**src/rtl/fifo.sv**
```systemverilog
// CAN receive message queue: filters each frame on new_ID, commits accepted frames on pkt_done, host pops the head.
// Head outputs are combinational (zero latency); when full a new frame overwrites the oldest entry or is dropped, per enable_overrun.
module fifo (
  input  logic        clk,
  input  logic        nRST,
  input  logic [28:0] ID,
  input  logic [7:0]  data,
  input  logic [3:0]  data_index,
  input  logic        load_data,
  input  logic [3:0]  pkt_size,
  input  logic        RTR,
  input  logic        EXT,
  input  logic        pkt_done,
  input  logic        enable_overrun,
  input  logic        new_ID,
  input  logic [19:0] mask_enable,
  input  logic [30:0] filter_0,
  input  logic [30:0] filter_1,
  input  logic [30:0] filter_2,
  input  logic [30:0] filter_3,
  input  logic [30:0] filter_4,
  input  logic [30:0] filter_5,
  input  logic [30:0] filter_6,
  input  logic [30:0] filter_7,
  input  logic [30:0] filter_8,
  input  logic [30:0] filter_9,
  input  logic [30:0] filter_10,
  input  logic [30:0] filter_11,
  input  logic [30:0] filter_12,
  input  logic [30:0] filter_13,
  input  logic [30:0] filter_14,
  input  logic [30:0] filter_15,
  input  logic [30:0] filter_16,
  input  logic [30:0] filter_17,
  input  logic [30:0] filter_18,
  input  logic [30:0] filter_19,
  input  logic [30:0] mask_0,
  input  logic [30:0] mask_1,
  input  logic [30:0] mask_2,
  input  logic [30:0] mask_3,
  input  logic [30:0] mask_4,
  input  logic [30:0] mask_5,
  input  logic [30:0] mask_6,
  input  logic [30:0] mask_7,
  input  logic [30:0] mask_8,
  input  logic [30:0] mask_9,
  input  logic [30:0] mask_10,
  input  logic [30:0] mask_11,
  input  logic [30:0] mask_12,
  input  logic [30:0] mask_13,
  input  logic [30:0] mask_14,
  input  logic [30:0] mask_15,
  input  logic [30:0] mask_16,
  input  logic [30:0] mask_17,
  input  logic [30:0] mask_18,
  input  logic [30:0] mask_19,
  input  logic        read_fifo,
  output logic [3:0]  occupancy,
  output logic        full,
  output logic        empty,
  output logic        overrun,
  output logic [31:0] data_L,
  output logic [31:0] data_H,
  output logic [28:0] ID_out,
  output logic [3:0]  pkt_size_out,
  output logic        RTR_out,
  output logic        EXT_out,
  output logic [4:0]  fmi_out,
  output logic        fifo_read
);

  localparam int DEPTH = 8;
  localparam int NFILT = 20;
  localparam int PW    = $clog2(DEPTH);

  logic [30:0] filt [NFILT];
  logic [30:0] msk  [NFILT];

  assign filt[0]  = filter_0;   assign msk[0]  = mask_0;
  assign filt[1]  = filter_1;   assign msk[1]  = mask_1;
  assign filt[2]  = filter_2;   assign msk[2]  = mask_2;
  assign filt[3]  = filter_3;   assign msk[3]  = mask_3;
  assign filt[4]  = filter_4;   assign msk[4]  = mask_4;
  assign filt[5]  = filter_5;   assign msk[5]  = mask_5;
  assign filt[6]  = filter_6;   assign msk[6]  = mask_6;
  assign filt[7]  = filter_7;   assign msk[7]  = mask_7;
  assign filt[8]  = filter_8;   assign msk[8]  = mask_8;
  assign filt[9]  = filter_9;   assign msk[9]  = mask_9;
  assign filt[10] = filter_10;  assign msk[10] = mask_10;
  assign filt[11] = filter_11;  assign msk[11] = mask_11;
  assign filt[12] = filter_12;  assign msk[12] = mask_12;
  assign filt[13] = filter_13;  assign msk[13] = mask_13;
  assign filt[14] = filter_14;  assign msk[14] = mask_14;
  assign filt[15] = filter_15;  assign msk[15] = mask_15;
  assign filt[16] = filter_16;  assign msk[16] = mask_16;
  assign filt[17] = filter_17;  assign msk[17] = mask_17;
  assign filt[18] = filter_18;  assign msk[18] = mask_18;
  assign filt[19] = filter_19;  assign msk[19] = mask_19;

  logic [30:0] key;
  logic        hit_any;
  logic [4:0]  hit_idx;

  assign key = {EXT, RTR, ID};

  // Scan from the top so the lowest hitting index is the one left standing.
  always_comb begin
    hit_any = 1'b0;
    hit_idx = '0;
    for (int i = NFILT - 1; i >= 0; i--) begin
      if (mask_enable[i] && (((key ^ filt[i]) & msk[i]) == 31'd0)) begin
        hit_any = 1'b1;
        hit_idx = 5'(i);
      end
    end
  end

  // Staging buffer for the frame currently being received
  logic [28:0]     stg_id_q,   stg_id_d;
  logic            stg_rtr_q,  stg_rtr_d;
  logic            stg_ext_q,  stg_ext_d;
  logic [3:0]      stg_dlc_q,  stg_dlc_d;
  logic [7:0][7:0] stg_data_q, stg_data_d;
  logic            match_q,    match_d;
  logic [4:0]      fmi_q,      fmi_d;

  always_comb begin
    stg_id_d   = stg_id_q;
    stg_rtr_d  = stg_rtr_q;
    stg_ext_d  = stg_ext_q;
    stg_dlc_d  = stg_dlc_q;
    stg_data_d = stg_data_q;
    match_d    = match_q;
    fmi_d      = fmi_q;
    if (pkt_done) match_d = 1'b0;
    if (new_ID) begin
      stg_id_d   = ID;
      stg_rtr_d  = RTR;
      stg_ext_d  = EXT;
      stg_dlc_d  = (pkt_size > 4'd8) ? 4'd8 : pkt_size;
      stg_data_d = '0;
      match_d    = hit_any;
      fmi_d      = hit_idx;
    end
    if (load_data && !data_index[3]) stg_data_d[data_index[2:0]] = data;
  end

  // Queue pointers and status
  logic [PW-1:0] head_q, head_d;
  logic [PW-1:0] tail_q, tail_d;
  logic [3:0]    occ_q, occ_d, occ_pop;
  logic          ovr_q, ovr_d;
  logic          fifo_read_q, fifo_read_d;
  logic          pop, commit, wr_en;

  // A same-cycle pop frees a slot before the commit looks at fullness.
  always_comb begin
    pop         = read_fifo && (occ_q != 4'd0);
    commit      = pkt_done && match_q;
    occ_pop     = occ_q - {3'b000, pop};
    head_d      = head_q;
    tail_d      = tail_q;
    occ_d       = occ_pop;
    ovr_d       = ovr_q;
    wr_en       = 1'b0;
    fifo_read_d = pop;
    if (pop) begin
      head_d = head_q + PW'(1);
      ovr_d  = 1'b0;
    end
    if (commit) begin
      if (occ_pop != 4'(DEPTH)) begin
        wr_en  = 1'b1;
        tail_d = tail_q + PW'(1);
        occ_d  = occ_pop + 4'd1;
      end else begin
        ovr_d = 1'b1;
        if (enable_overrun) begin
          wr_en  = 1'b1;
          tail_d = tail_q + PW'(1);
          head_d = head_q + PW'(1);
        end
      end
    end
  end

  always_ff @(posedge clk) begin
    if (!nRST) begin
      stg_id_q    <= '0;
      stg_rtr_q   <= 1'b0;
      stg_ext_q   <= 1'b0;
      stg_dlc_q   <= '0;
      stg_data_q  <= '0;
      match_q     <= 1'b0;
      fmi_q       <= '0;
      head_q      <= '0;
      tail_q      <= '0;
      occ_q       <= '0;
      ovr_q       <= 1'b0;
      fifo_read_q <= 1'b0;
    end else begin
      stg_id_q    <= stg_id_d;
      stg_rtr_q   <= stg_rtr_d;
      stg_ext_q   <= stg_ext_d;
      stg_dlc_q   <= stg_dlc_d;
      stg_data_q  <= stg_data_d;
      match_q     <= match_d;
      fmi_q       <= fmi_d;
      head_q      <= head_d;
      tail_q      <= tail_d;
      occ_q       <= occ_d;
      ovr_q       <= ovr_d;
      fifo_read_q <= fifo_read_d;
    end
  end

  // Message storage; contents are never read while empty, so no reset needed.
  logic [28:0]     mem_id   [DEPTH];
  logic            mem_rtr  [DEPTH];
  logic            mem_ext  [DEPTH];
  logic [3:0]      mem_dlc  [DEPTH];
  logic [4:0]      mem_fmi  [DEPTH];
  logic [7:0][7:0] mem_data [DEPTH];

  always_ff @(posedge clk) begin
    if (nRST && wr_en) begin
      mem_id[tail_q]   <= stg_id_q;
      mem_rtr[tail_q]  <= stg_rtr_q;
      mem_ext[tail_q]  <= stg_ext_q;
      mem_dlc[tail_q]  <= stg_dlc_q;
      mem_fmi[tail_q]  <= fmi_q;
      mem_data[tail_q] <= stg_data_q;
    end
  end

  logic [7:0][7:0] hd_bytes;

  always_comb begin
    hd_bytes     = '0;
    ID_out       = '0;
    pkt_size_out = '0;
    RTR_out      = 1'b0;
    EXT_out      = 1'b0;
    fmi_out      = '0;
    if (occ_q != 4'd0) begin
      ID_out       = mem_id[head_q];
      pkt_size_out = mem_dlc[head_q];
      RTR_out      = mem_rtr[head_q];
      EXT_out      = mem_ext[head_q];
      fmi_out      = mem_fmi[head_q];
      for (int k = 0; k < 8; k++) begin
        if (4'(k) < mem_dlc[head_q]) hd_bytes[k] = mem_data[head_q][k];
      end
    end
  end

  assign data_L    = hd_bytes[3:0];
  assign data_H    = hd_bytes[7:4];
  assign occupancy = occ_q;
  assign full      = (occ_q == 4'(DEPTH));
  assign empty     = (occ_q == 4'd0);
  assign overrun   = ovr_q;
  assign fifo_read = fifo_read_q;

endmodule

```
**config.mk**
```make
export PLATFORM = sky130hd
export DESIGN_NAME = fifo
export DESIGN_NICKNAME = d
export VERILOG_FILES = /design/src/rtl/fifo.sv
export SDC_FILE = /design/constraint.sdc
export NUM_CORES = 2
export LEC_CHECK = 0
export BUFFER_PORTS_ARGS = -buffer_cell sky130_fd_sc_hd__buf_4
export CORE_AREA = 5 5 545 547
export CTS_CLUSTER_DIAMETER = 60
export DETAILED_ROUTE_END_ITERATION = 12
export DIE_AREA = 0 0 550 552
export REMOVE_ABC_BUFFERS = 1
export SYNTH_ARGS = -nofsm -noshare
export SYNTH_HDL_FRONTEND = slang
export SYNTH_SLANG_ARGS = --single-unit
```
**constraint.sdc**
```tcl
create_clock -name clk -period 10.5 [get_ports clk]
set_input_delay 2.1 -clock clk [delete_from_list [all_inputs] [get_ports clk]]
set_output_delay 2.1 -clock clk [all_outputs]
set_load 0.02 [all_outputs]
```
## Word level (Yosys, flattened, before mapping)

Memories as Yosys holds them, arrays and structs flattened. A register that Yosys moved wholly into a read port is not among the register bits.
Cells that the tools add are included.

- Memories kept: 6
- Register bits: 117
- Memory bits (writable): 832
- Output and inout port bits: 112
- Bits of input ports: 1314

- Add/subtract/negate cells: 4
- Mux-type cells: 84
- Magnitude comparators: 11
- Bitwise gates (word level): 40
- Eq/ne operators: 2
- Reduce and logical (&&, ||, !) cells: 51

Memories:

| memory | depth | width | rd ports | clocked after memory_dff | wr ports | RTL line | source |
|---|---|---|---|---|---|---|---|
| mem_data | 8 | 64 | 1 | 1 | 1 | 223 | `logic [7:0][7:0] mem_data [DEPTH];` |
| mem_id | 8 | 29 | 1 | 1 | 1 | 218 | `logic [28:0] mem_id [DEPTH];` |
| mem_fmi | 8 | 5 | 1 | 1 | 1 | 222 | `logic [4:0] mem_fmi [DEPTH];` |
| mem_dlc | 8 | 4 | 1 | 1 | 1 | 221 | `logic [3:0] mem_dlc [DEPTH];` |
| mem_ext | 8 | 1 | 1 | 1 | 1 | 220 | `logic mem_ext [DEPTH];` |
| mem_rtr | 8 | 1 | 1 | 1 | 1 | 219 | `logic mem_rtr [DEPTH];` |

Operators by type and width:

| operator | count |
|---|---|
| $and 31x31->31 | 20 |
| $logic_not 31->1 | 20 |
| $xor 31x31->31 | 20 |
| $mux 64 | 3 |
| $mux 5 | 21 |
| $mux 8 | 9 |
| $bwmux 64 | 1 |
| $mux 3 | 12 |
| $mux 1 | 32 |
| $mux 29 | 1 |
| $logic_and 1x1->1 | 25 |
| $demux 8 s3 | 1 |
| $lt 3x4->1 const A | 4 |
| $mux 4 | 4 |
| $lt 1x4->1 const A | 2 |
| $lt 2x4->1 const A | 2 |
| $add 3x1->3 const B | 2 |
| $add 4x1->4 const B | 1 |
| $eq 4x4->1 const B | 1 |
| $gt 4x4->1 const B | 1 |
| $logic_not 4->1 | 1 |
| $lt 3x4->1 const B | 1 |
| $ne 4x4->1 const B | 1 |
| $reduce_bool 2->1 | 2 |
| other kinds (5) | 5 |

## Logic depth before layout (Yosys ltp)

- Word-level depth: 25
- Depth in mapped cells: 13
- Mapped depth without buffers: 12

## Worst setup path before layout

No wires, ideal clock.

- Kind: input to register
- Start: in read_fifo
- End: mem mem_data[2][0] in the netlist's numbering (enable)
- Path slack: -0.848 ns
- Stages on the path: 9
- Arrival time: 10.653 ns
- Cells stage by stage: nand2_1 -> inv_1 -> ha_1 -> ha_1 -> ha_1 -> o21a_1 -> a21oi_1 -> nand3_1 -> nor3_1

- Word-level cells in the longest chain between the ends: 8

Ends and longest elaborated chain:

| item | RTL line | source |
|---|---|---|
| start, declared | 57 | `input logic read_fifo,` |
| $logic_and 1x1->1 | 158 | `pop = read_fifo && (occ_q != 4'd0);` |
| named net fifo_read_d | 153 | `logic fifo_read_q, fifo_read_d;` |
| $sub 4x1->4 | 160 | `occ_pop = occ_q - {3'b000, pop};` |
| $ne 4x4->1 | 172 | `if (occ_pop != 4'(DEPTH)) begin` |
| $mux 1 | 172 |  |
| $mux 1 | 171 | `if (commit) begin` |
| $logic_and 1x1->1 | 226 | `if (nRST && wr_en) begin` |
| $mux 1 | 226 |  |
| $mux 1 (implied by the code) | 232 | `mem_data[tail_q] <= stg_data_q;` |
| end, declared | 223 |  |

The timed path passes the listed nets, and every way through them passes these cells.

==> summary.md <==
| Metric | Value |
|---|---|
| Placer congestion estimate | `1.02` |
| Tcrit/Tclk final | `65.1%` |
| Largest net degree at the start of global routing | `121` |
| Initial antenna violation count | `295` |
| Number of top-level pins | `1,426` |
| Power per cell area | `168 nW/um^2` |
| Synth Instances | `3,365` |
| Slowest CP cell | `sky130_fd_sc_hd__dfxtp_4` |
| Post-synthesis share of cell area spent on xor and xnor gates | `11.5%` |
| DRT Wirelength | `410 mm` |
| Starting utilization of the core area | `16.5%` |
| Dpl cell area | `63,100 sq um` |
| Asr flop ratio synth | `0%` |
| Post-layout minimum cycle time | `6.83 ns` |
| Synthesized-area fraction occupied by and/or/nand/nor cells | `6.19%` |
| Area growth from synthesis to final layout | `38.4%` |
| Vias in the first global route | `41,126` |
| Final setup skew | `0.0453 ns` |
| Worst slack at placement | `4.10 ns` |
| CP max stage delay | `0.90 ns` |
| Cell-by-cell trace of the critical path | `buf_4 -> mux4_2 -> mux2_2 -> inv_1 -> nand3_1 -> o21ai_2 -> nor2_1 -> buf_4` |
| Routed wire per std cell | `46.1 um` |
| Part of the total power dissipated in sequential elements | `37.4%` |
| Netlist Area Pre-Place | `48,100 sq um` |
| Residual antenna-violating net count after detailed routing | `0` |
| Run status | `finished clean` |
| Number of register bits inferred by synthesis | `949` |
| Total GRT Usage | `25.8%` |
| Dominant combinational cell family by area after synthesis | `multiplexers` |
| Area fraction in compound gates after synthesis | `10.3%` |
| Warning count from the yosys run | `0` |
| Drt pass-1 iters | `7` |
| Maximum fanout along the worst path | `41` |
| Post-synth EDFFs | `832` |
| Arrival @ worst endpoint | `4.73 ns` |
| Worst EP required | `8.40 ns` |
| Die width | `550 um` |
| Predominant post-synthesis flop cell | `sky130_fd_sc_hd__edfxtp_1` |
| Global-route wire length before repair | `499 mm` |
| Clock edge transition at the registers on the reported setup and hold paths | `0.06 ns` |
| Timing-limited maximum frequency | `0.146 GHz` |
| Most used cells in the layout excluding fill and tap cells | `sky130_fd_sc_hd__buf_4, sky130_fd_sc_hd__edfxtp_1, sky130_fd_sc_hd__xor2_1, sky130_fd_sc_hd__a22oi_1, sky130_fd_sc_hd__mux4_2` |
| Hold Crit Class | `reg2reg` |
| Fraction of power spent switching nets | `34.0%` |
| Die ar. | `304,000 sq um` |
| Share of synthesized area spent on multiplexers | `12.6%` |
| First DRT Iteration DRCs | `5,444` |
| Maximum number of buffers from clock root to sink | `3` |
| VDD IR-drop max | `0.237 mV` |
| Clock buffer count from CTS | `92` |
| # Post-CTS Setup Buffers | `0` |
| Pins Over Slew Limit | `0` |
| Sequential cell area fraction in the yosys report | `56.8%` |
| Slew at the pin with the worst max-slew slack | `1.18 ns` |
| Number of nets in the layout | `6,070` |
| Post-cts gate resize count | `0` |
| Vias after detailed routing | `42,034` |
| CTS Hold Bufs | `0` |
| Category of the most critical setup path | `reg2out` |
| Library cell appearing most often on the critical path | `sky130_fd_sc_hd__buf_4` |
| Synthesized area per cell | `14.3 sq um` |
| Fill count | `31,185` |
| CTS tree | `done` |
| Total power | `0.0112 W` |
| Most common cell after layout, fill and taps aside | `sky130_fd_sc_hd__buf_4` |
| Part of the power in the clock network | `29.6%` |
| Adder-cell area share of the yosys netlist | `0.156%` |
| Int Pwr | `0.00738 W` |
| Slack of the critical path | `3.67 ns` |
| IO Port Bufs | `1,425` |
| Max Cap Viol | `0` |
| Vert. Die Dim | `552 um` |
| Utilization after layout | `22.8%` |
| Core Box Area | `292,000 sq um` |
| Part of the total power dissipated in combinational logic | `33.0%` |
| Drc violations | `0` |
| Latest clock arrival within the worst-skew pair | `0.70 ns` |
| Final TNS setup | `0 ns` |
| Hold Vio Cnt, Final | `0` |
| Startpoint Class | `flop` |
| Level count of the clock H-tree | `3` |
| Fraction of final layout cells sized beyond drive strength 1 | `38.8%` |
| Net load switching power | `0.00380 W` |
| Post-route cell area | `66,500 sq um` |
| Final setup violation count | `0` |
| Rel. slew slack | `20.6%` |
| DP Wirelength | `345 mm` |
| CTS sink cnt | `949` |
| Leak | `24.3 nW` |
| Total grt overflow | `0` |
| Kind of capture point of the worst setup path | `output port` |
| Setup repair after global routing missed its margin | `no` |
| Row Count | `199` |
| Library cells used by synthesis | `57` |
| Root buffer cell | `sky130_fd_sc_hd__clkbuf_16` |
| Number of vias per cell | `4.73` |
## cell usage after synthesis, drive strengths merged, types with 44 or more instances
| cell | count | share of area [%] |
|---|---|---|
| a21oi | 73 | 0.76 |
| a22oi | 528 | 8.3 |
| buf | 100 | 1.6 |
| clkbuf | 85 | 0.69 |
| dfxtp | 117 | 4.9 |
| edfxtp | 832 | 52 |
| mux2i | 137 | 2.9 |
| mux4 | 208 | 9.7 |
| nand2 | 47 | 0.37 |
| nand4 | 148 | 1.9 |
| nor2 | 211 | 1.6 |
| nor3b | 44 | 0.69 |
| xor2 | 622 | 11 |
## power groups by stage
stage | clock network [W] | logic (W) | registers [W]
4_1_cts | 0.00336 | 0.00371 | 0.00419
5_1_grt | 0.00352 | 0.00382 | 0.00419
3_3_place_gp | 0 | 0.00373 | 0.00426
6_report | 0.00331 | 0.00369 | 0.00418
2_1_floorplan | 0 | 0.00186 | 0.00439
3_5_place_dp | 0 | 0.00370 | 0.00427
## registers in the layout (all words and copies together), names as in the netlist
register / cells
fifo_read: 1
fmi_q: 5
head_q: 3
match_q: 1
mem_data: 512
mem_dlc: 32
mem_ext: 8
mem_fmi: 40
mem_id: 232
mem_rtr: 8
occupancy: 4
overrun: 1
stg_data_q: 64
stg_dlc_q: 4
stg_ext_q: 1
stg_id_q: 29
stg_rtr_q: 1
tail_q: 3
## stage by stage
stage	hold WS (ns)	cells
after global placement	0.527	8574
after global routing	0.554	8816
after detailed placement	0.552	8575
after floorplan	0.500	3180
final	0.560	8886
after CTS	0.532	8746
## layout make-up
cell class              count  area [sq um]  area share [%]
flip-flops and latches    949         27300            41.1
multi-input cells        2218         19700            29.7
repair buffers           1476         11100            16.7
well taps                3919          4900            7.37
clock buffers             114          2460            3.71
clock inverters            57           567           0.852
diodes                    140           350           0.527
inverters                  13          51.3          0.0771
## kinds of logic (layout without fill, tap and decap cells)
family	after synthesis	after routing
XOR/XNOR	628	628
flip-flops	949	949
other	0	140
AND/OR/NAND/NOR	558	558
adder cells (fa/ha/maj)	6	6
multiplexers	346	346
AO/OA/AOI/OAI	680	680
buffers and inverters	198	1660
## worst paths after layout
check | startpoint | end | slack (ns) | cells after the start
max | head_q[0]$_SDFF_PN0_ | data_L[5] | 3.67 | 8
min | stg_id_q[21]$_SDFFE_PN0P_ | mem_id[7][21]$_DFFE_PP_ | 0.56 | 0
max reg2reg | occupancy[1]$_SDFF_PN0_ | mem_fmi[3][2]$_DFFE_PP_ | 5.11 | 11
min reg2reg | stg_id_q[21]$_SDFFE_PN0P_ | mem_id[7][21]$_DFFE_PP_ | 0.56 | 0
## layer usage
metal  global-route usage, %  wire [um]  vias up
li1                        -          -    16342
met1                    31.9     159000    21681
met2                    40.9     186000     3163
met3                    7.78      40400      758
met4                    12.7      24400       90
met5                       0        634        -
## worst max-delay path: cells and delay by family (launching register included)
kind | cells | cell delay [ns]
buf+inv | 3 | 1.01
mux | 2 | 0.94
flops | 1 | 0.90
compound gates | 1 | 0.75
simple gates | 2 | 0.34
Note: power is estimated with default switching activity, not from simulation.
